### src/rtl/rf_pkg.sv
// Shared definitions for the multi-port register file.
// Contents: default data width and register count, the data and register
// index types, and the CLEAR/RUN state encoding of the clear engine.
package rf_pkg;

    localparam int RF_DATA_W = 32;
    localparam int RF_N_REG  = 32;

    typedef logic [RF_DATA_W-1:0]         data_t;
    typedef logic [$clog2(RF_N_REG)-1:0]  reg_t;

    // Clear engine states: CLEAR zeroes one entry per cycle, RUN serves traffic.
    typedef enum logic [0:0] {
        ST_CLEAR = 1'b0,
        ST_RUN   = 1'b1
    } state_t;

endpackage

### src/rtl/regfile_mp_if.sv
// Bus bundle between issue/writeback and the multi-port register file.
// Signals:
//   rnum/rd/busy    : read indices, read data, pending-write bit per read port
//   wen/wnum/wd     : write enables, indices and data per write port
//   rsv_en/rsv_num  : scoreboard reservation request
// Modports: master drives requests (issue/writeback side), slave is the file.
interface regfile_mp_if
    import rf_pkg::*;
#(
    parameter int DATA_W = RF_DATA_W,
    parameter int N_REG  = RF_N_REG,
    parameter int N_RD   = 2,
    parameter int N_WR   = 2
);
    localparam int REG_W = $clog2(N_REG);

    logic [N_RD-1:0][REG_W-1:0]  rnum;
    logic [N_RD-1:0][DATA_W-1:0] rd;
    logic [N_RD-1:0]             busy;
    logic [N_WR-1:0]             wen;
    logic [N_WR-1:0][REG_W-1:0]  wnum;
    logic [N_WR-1:0][DATA_W-1:0] wd;
    logic                        rsv_en;
    logic [REG_W-1:0]            rsv_num;

    modport master (
        output rnum, wen, wnum, wd, rsv_en, rsv_num,
        input  rd, busy
    );

    modport slave (
        input  rnum, wen, wnum, wd, rsv_en, rsv_num,
        output rd, busy
    );

endinterface

### src/rtl/rf_scoreboard.sv
// Pending-write scoreboard: one busy bit per architectural register.
// Ports:
//   i_clk, i_rst     : clock, synchronous active-high reset (clears all bits)
//   i_run            : file is in RUN; reservations and clears ignored otherwise
//   i_wen, i_wnum    : qualified write enables and indices (clear busy)
//   i_rsv_en/_num    : reservation (sets busy); a same-cycle clear loses
//   i_rnum, o_busy   : per read port lookup of the registered bits
module rf_scoreboard #(
    parameter int N_REG = 32,
    parameter int N_RD  = 2,
    parameter int N_WR  = 2,
    localparam int REG_W = $clog2(N_REG)
) (
    input  logic                       i_clk,
    input  logic                       i_rst,
    input  logic                       i_run,
    input  logic [N_WR-1:0]            i_wen,
    input  logic [N_WR-1:0][REG_W-1:0] i_wnum,
    input  logic                       i_rsv_en,
    input  logic [REG_W-1:0]           i_rsv_num,
    input  logic [N_RD-1:0][REG_W-1:0] i_rnum,
    output logic [N_RD-1:0]            o_busy
);

    logic [N_REG-1:0] r_busy;
    logic [N_REG-1:0] w_clr;
    logic [N_REG-1:0] w_set;
    logic [N_REG-1:0] w_busy_nxt;

    // Next busy vector: clears applied first so a same-cycle reservation wins; x0 never busy.
    always_comb begin
        w_clr = {N_REG{1'b0}};
        for (int j = 0; j < N_WR; j++) begin
            w_clr = w_clr | (i_wen[j] ? (N_REG'(1) << i_wnum[j]) : {N_REG{1'b0}});
        end
        w_set = (i_rsv_en && (i_rsv_num != {REG_W{1'b0}})) ? (N_REG'(1) << i_rsv_num)
                                                           : {N_REG{1'b0}};
        w_busy_nxt = i_run ? (((r_busy & ~w_clr) | w_set) & ~N_REG'(1)) : r_busy;
    end

    // Busy bit storage.
    always_ff @(posedge i_clk) begin
        if (i_rst) begin
            r_busy <= {N_REG{1'b0}};
        end else begin
            r_busy <= w_busy_nxt;
        end
    end

    // Per read port lookup of the registered state.
    always_comb begin
        o_busy = {N_RD{1'b0}};
        for (int k = 0; k < N_RD; k++) begin
            o_busy[k] = r_busy[i_rnum[k]];
        end
    end

endmodule

### src/rtl/regfile_mp.sv
// Multi-port integer register file with pending-write scoreboard.
// After reset a clear engine writes zero to one entry per cycle, so the
// array itself carries no reset and maps onto RAM/LUT-RAM.
// Ports:
//   i_clk, i_rst : clock, synchronous active-high reset (restarts the clear)
//   o_ready      : high once every entry has been cleared
//   io_rf        : read/write/reservation bundle (regfile_mp_if.slave)
// Optional feature: define REGFILE_BYPASS_EN to forward same-cycle writes to
// the read ports (and mask the matching busy bit); otherwise reads return the
// array contents and o_busy shows the registered scoreboard bit.
module regfile_mp
    import rf_pkg::*;
#(
    parameter int DATA_W = RF_DATA_W,
    parameter int N_REG  = RF_N_REG,
    parameter int N_RD   = 2,
    parameter int N_WR   = 2
) (
    input  logic          i_clk,
    input  logic          i_rst,
    output logic          o_ready,
    regfile_mp_if.slave   io_rf
);

    localparam int REG_W = $clog2(N_REG);

    state_t                      r_state;
    logic [REG_W-1:0]            r_cnt;
    logic                        r_ready;
    logic [DATA_W-1:0]           r_mem [N_REG];
    logic                        w_run;
    logic [N_WR-1:0]             w_wen;
    logic [N_RD-1:0]             w_sb_busy;
    logic [N_RD-1:0][DATA_W-1:0] w_rd;
    logic [N_RD-1:0]             w_busy;

    assign w_run   = (r_state == ST_RUN);
    assign o_ready = r_ready;

    // Qualified write enables: only in RUN, index 0 discarded.
    always_comb begin
        w_wen = {N_WR{1'b0}};
        for (int j = 0; j < N_WR; j++) begin
            w_wen[j] = io_rf.wen[j] & w_run & (io_rf.wnum[j] != {REG_W{1'b0}});
        end
    end

    // Clear engine FSM: N_REG clearing edges after reset release, then RUN.
    always_ff @(posedge i_clk) begin
        if (i_rst) begin
            r_state <= ST_CLEAR;
            r_cnt   <= {REG_W{1'b0}};
            r_ready <= 1'b0;
        end else begin
            case (r_state)
                ST_CLEAR: begin
                    r_cnt <= r_cnt + REG_W'(1);
                    if (r_cnt == REG_W'(N_REG - 1)) begin
                        r_state <= ST_RUN;
                        r_ready <= 1'b1;
                    end else begin
                        r_state <= ST_CLEAR;
                        r_ready <= 1'b0;
                    end
                end
                ST_RUN: begin
                    r_state <= ST_RUN;
                    r_ready <= 1'b1;
                end
                default: begin
                    r_state <= ST_CLEAR;
                    r_cnt   <= {REG_W{1'b0}};
                    r_ready <= 1'b0;
                end
            endcase
        end
    end

    // Array writes: clear-engine zeroing or port writes; higher port index assigned last wins.
    always_ff @(posedge i_clk) begin
        if (r_state == ST_CLEAR) begin
            if (!i_rst) begin
                r_mem[r_cnt] <= {DATA_W{1'b0}};
            end
        end else begin
            for (int j = 0; j < N_WR; j++) begin
                if (w_wen[j]) begin
                    r_mem[io_rf.wnum[j]] <= io_rf.wd[j];
                end
            end
        end
    end

    rf_scoreboard #(
        .N_REG (N_REG),
        .N_RD  (N_RD),
        .N_WR  (N_WR)
    ) u_sb (
        .i_clk     (i_clk),
        .i_rst     (i_rst),
        .i_run     (w_run),
        .i_wen     (w_wen),
        .i_wnum    (io_rf.wnum),
        .i_rsv_en  (io_rf.rsv_en),
        .i_rsv_num (io_rf.rsv_num),
        .i_rnum    (io_rf.rnum),
        .o_busy    (w_sb_busy)
    );

    // Read ports: zero in CLEAR and for x0, optional same-cycle write forwarding.
    always_comb begin
        w_rd   = {(N_RD*DATA_W){1'b0}};
        w_busy = {N_RD{1'b0}};
        for (int k = 0; k < N_RD; k++) begin
            if (w_run && (io_rf.rnum[k] != {REG_W{1'b0}})) begin
                w_rd[k]   = r_mem[io_rf.rnum[k]];
                w_busy[k] = w_sb_busy[k];
            end else begin
                w_rd[k]   = {DATA_W{1'b0}};
                w_busy[k] = 1'b0;
            end
`ifdef REGFILE_BYPASS_EN
            // w_wen already excludes x0 and CLEAR; later ports override earlier ones.
            for (int j = 0; j < N_WR; j++) begin
                w_rd[k]   = (w_wen[j] && (io_rf.wnum[j] == io_rf.rnum[k])) ? io_rf.wd[j] : w_rd[k];
                w_busy[k] = (w_wen[j] && (io_rf.wnum[j] == io_rf.rnum[k])) ? 1'b0 : w_busy[k];
            end
`endif
        end
    end

    assign io_rf.rd   = w_rd;
    assign io_rf.busy = w_busy;

endmodule
### src/flat_wrapper.sv
// flat-port wrapper written by rule: the top's interface ports become plain ports
module regfile_mp_flat import rf_pkg::*;
#(
    parameter int DATA_W = RF_DATA_W,
    parameter int N_REG  = RF_N_REG,
    parameter int N_RD   = 2,
    parameter int N_WR   = 2
)
  (i_clk, i_rst, o_ready, io_rf_rnum, io_rf_wen, io_rf_wnum, io_rf_wd, io_rf_rsv_en, io_rf_rsv_num, io_rf_rd, io_rf_busy);
  regfile_mp_if #(.DATA_W(DATA_W), .N_REG(N_REG), .N_RD(N_RD), .N_WR(N_WR)) io_rf_i ();
  input  logic i_clk;
  input  logic i_rst;
  output logic o_ready;
  input wire logic [$bits(io_rf_i.rnum)-1:0] io_rf_rnum;
  input wire logic [$bits(io_rf_i.wen)-1:0] io_rf_wen;
  input wire logic [$bits(io_rf_i.wnum)-1:0] io_rf_wnum;
  input wire logic [$bits(io_rf_i.wd)-1:0] io_rf_wd;
  input wire logic [$bits(io_rf_i.rsv_en)-1:0] io_rf_rsv_en;
  input wire logic [$bits(io_rf_i.rsv_num)-1:0] io_rf_rsv_num;
  output wire logic [$bits(io_rf_i.rd)-1:0] io_rf_rd;
  output wire logic [$bits(io_rf_i.busy)-1:0] io_rf_busy;
  assign io_rf_i.rnum = io_rf_rnum;
  assign io_rf_i.wen = io_rf_wen;
  assign io_rf_i.wnum = io_rf_wnum;
  assign io_rf_i.wd = io_rf_wd;
  assign io_rf_i.rsv_en = io_rf_rsv_en;
  assign io_rf_i.rsv_num = io_rf_rsv_num;
  assign io_rf_rd = io_rf_i.rd;
  assign io_rf_busy = io_rf_i.busy;
  regfile_mp #(.DATA_W(DATA_W), .N_REG(N_REG), .N_RD(N_RD), .N_WR(N_WR)) u_core (.i_clk(i_clk), .i_rst(i_rst), .o_ready(o_ready), .io_rf(io_rf_i));
endmodule
### config.mk
export PLATFORM = sky130hd
export DESIGN_NAME = regfile_mp_flat
export DESIGN_NICKNAME = d
export VERILOG_FILES = /design/src/rtl/rf_pkg.sv /design/src/rtl/regfile_mp_if.sv /design/src/rtl/rf_scoreboard.sv /design/src/rtl/regfile_mp.sv /design/src/flat_wrapper.sv
export SDC_FILE = /design/constraint.sdc
export NUM_CORES = 2
export LEC_CHECK = 0
export CORE_UTILIZATION = 52
export DETAILED_ROUTE_END_ITERATION = 6
export DONT_BUFFER_PORTS = 1
export GPL_TIMING_DRIVEN = 1
export PLACE_DENSITY = 0.7
export SYNTH_ARGS = -nofsm -noshare
export SYNTH_HDL_FRONTEND = slang
export SYNTH_SLANG_ARGS = --single-unit
### constraint.sdc
create_clock -name i_clk -period 5.1 [get_ports i_clk]
set_input_delay 0.765 -clock i_clk [delete_from_list [all_inputs] [get_ports i_clk]]
set_output_delay 0.765 -clock i_clk [all_outputs]
set_load 0.05 [all_outputs]
==> run_results.csv <==
group,metric,value,unit
worst_setup_path,cpLargestDelayFamily,"multiplexers",
worst_setup_path,end_kind,"output port",
clock_network,cts-root-buf,"clkbuf_16",
worst_setup_path,slowest_stage,"mux4_2",
worst_setup_path,start_kind,"primary input",
clock_network,post-cts-setup-buffer-count,0,
timing,fin_worst_skew,17.1,ps
route,totalWireLength,207,mm
final_layout,layout.cells.non_filler,5701,
timing,fmax,225,MHz
timing,timing.final.crit_period,4440,ps
yosys,synth_xor_area_frac,0.000424,
worst_setup_path,path_class,"in -> out",
yosys,synth-edff-count,1024,
timing,hold_viol_final,0,
timing,slew-limit-headroom,-0.143,
yosys,yosysWarningCount,0,
global_route,grt_overflow,0,
power,power_density,277,nW/um^2
worst_setup_path,crit_chain,"mux4_2 -> mux2i_1 -> o22a_1 -> o221ai_1 -> buf_4",
power,ir_worst_vdd,0.000314,V
worst_setup_path,arrival,3670,ps
floorplan,die_area,121000,sq um
timing,fin_crit_sh,0.870,
timing,finalMaxSlewViolations,82,
clock_network,clkSlewWorstSetupHoldPaths,60,ps
timing,tightest_slew,1710,ps
route,firstDrtPassIters,6,
clock_network,cts_hold_buf,0,
global_route,grt_usage,0.340,
yosys,seq_area_frac_synth,0.508,
final_layout,layout_commonest_cell,"edfxtp_1",
final_layout,drive_gt1_frac,0.350,
yosys,synth_top_family_by_area,"multiplexers",
hold_path,hold_path.class,"in -> reg",
floorplan,coreArea,118000,sq um
route,routed_via_density,7.32,
floorplan,rows,126,
placed_design,hpwl,111,mm
global_route,grt_pass1_wl,292,mm
route,ant_nets,0,
route,drtIter0Drc,6329,
placed_design,dpl-instance-area,63100,sq um
clock_network,cts_buffer_depth,3,
yosys,synthAdderAreaFrac,0.000404,
yosys,synth_cell_types,67,
clock_network,clk_latency,700,ps
worst_setup_path,path_buf_inv,1,
worst_setup_path,worstPathRequired,4340,ps
global_route,grt_pass1_vias,40700,
yosys,synth.avg_cell_area,14.3,sq um
timing,setup_slack,664,ps
placed_design,gp_congestion,0.913,
final_layout,fin_nets,4172,
yosys,synth-compound-area-share,0.0693,
global_route,grt_max_degree,265,
global_route,antenna_found_initial,8,
yosys,ys_seq_elements,1061,
final_layout,stdcell_area,66600,sq um
yosys,synth-simple-area-share,0.0502,
final_layout,layout_common_cells,"edfxtp_1, nand2_1, mux4_2",
flow_run,max_cap_violations,0,
floorplan,top_level_ports,161,
clock_network,cts_sinks,1061,
yosys,netlist_area,62000,sq um
placed_design,numPortBuffers,0,
worst_setup_path,cp_slowest_stage_delay,990,ps
route,drc_errors,0,
clock_network,cts_buffers,110,
timing,tns,0,ps
floorplan,die_w,347,um
clock_network,htreeDepth,3,
timing,setup_viol,0,
yosys,yosys_most_used_dff,"edfxtp_1",
clock_network,cts_tree,"yes",
run_status,status,"finished with violations",
yosys,syn_inst,4343,
yosys,async_flop_share,0,
floorplan,start_util,0.525,
route,avgRoutedWirePerCell,36.3,um
floorplan,dieHeight,347,um
final_layout,syn_to_final_growth,7.49,%
clock_network,cts_resized,0,
timing,rsz0062_at_grt,"false",
worst_setup_path,worst-path-max-fanout,264,
run_status,violations,"max-slew violations",
yosys,synth_nets,4439,
route,vias,41700,
power,p_leak,22.4,nW
placed_design,dp_cells,5500,
placed_design,dp_slack,1390,ps
yosys,synth_mux_area_frac,0.328,
[cell type report]
class | instances | area (sq um)
fill | 9132 | 51400
sequential | 1061 | 31500
multi-input combinational | 2726 | 28500
clock buffer | 134 | 2950
tap | 1536 | 1920
timing repair buffer | 137 | 1040
clock inverter | 64 | 596
inverter | 40 | 150
antenna | 3 | 7.51
[cell families after synthesis]
| logic type | count (synthesis) |
|---|---|
| muxes | 1307 |
| xor gates and xnor gates | 3 |
| DFF | 1061 |
| and+or+nand+nor | 694 |
| buffers and inverters | 556 |
| adders and majority gates | 2 |
| AOI/OAI and AO/OA | 720 |
[flip-flops by register name, indices dropped and copies added (netlist names)]
register / count
u_core.o_ready: 1
u_core.r_cnt: 5
u_core.r_mem: 1024
u_core.u_sb.r_busy: 31
[report_power, final]
group / internal (mW) / switching, mW
registers: 9.47 / 0.0272
clock network: 4.64 / 3.51
logic: 0.507 / 0.282
total: 14.6 / 3.82
[metrics by stage]
step,hold WS (ps),power [mW],utilization
after detailed placement,492,10.4,0.534
after CTS,114,18.4,0.564
after global placement,476,10.4,0.534
final,137,18.4,0.564
after global routing,125,18.8,0.564
after floorplan,464,10.6,-
[synthesized netlist by cell type (9+ instances only)]
master / n / area [sq um]
nor2_1: 24 / 90.1
o31ai_1: 9 / 67.6
nor3_1: 13 / 65.1
o21ai_0: 501 / 2510
mux2i_1: 269 / 2690
buf_6: 31 / 349
buf_2: 157 / 786
o221ai_1: 70 / 613
mux2_4: 10 / 150
inv_1: 20 / 75.1
dfxtp_1: 37 / 741
edfxtp_1: 1024 / 30700
clkbuf_1: 256 / 961
o211ai_1: 20 / 150
nand2_4: 20 / 225
clkbuf_2: 20 / 100
mux4_2: 526 / 11800
o22a_1: 68 / 596
a21oi_1: 25 / 125
inv_2: 20 / 75.1
buf_4: 33 / 248
nand2_1: 537 / 2020
nand3_1: 23 / 115
or3_1: 9 / 56.3
buf_1: 17 / 63.8
mux2_2: 498 / 5610
nand3b_1: 9 / 67.6
nand2b_1: 10 / 62.6
[worst paths after layout]
| path | start | end | slack, ps | cells after the start |
|---|---|---|---|---|
| worst min register to register | u_core.u_sb.r_busy[12] | u_core.u_sb.r_busy[12] | 500 | 2 |
| worst min-delay path | i_rst | u_core.u_sb.r_busy[2] | 140 | 1 |
| worst max register to register | u_core.o_ready | u_core.r_mem[16][19] | 1490 | 5 |
| worst max-delay path | io_rf_rnum[5] | io_rf_rd[58] | 660 | 5 |
[routing by layer]
| metal | vias up | global-route usage | share of wire |
|---|---|---|---|
| met5 | - | 0 | 0.00048 |
| met4 | 12 | 0.170 | 0.059 |
| met3 | 665 | 0.108 | 0.15 |
| met2 | 3301 | 0.504 | 0.44 |
| met1 | 21000 | 0.451 | 0.35 |
| li1 | 16700 | - | - |
(Power assumes the default switching activity.)
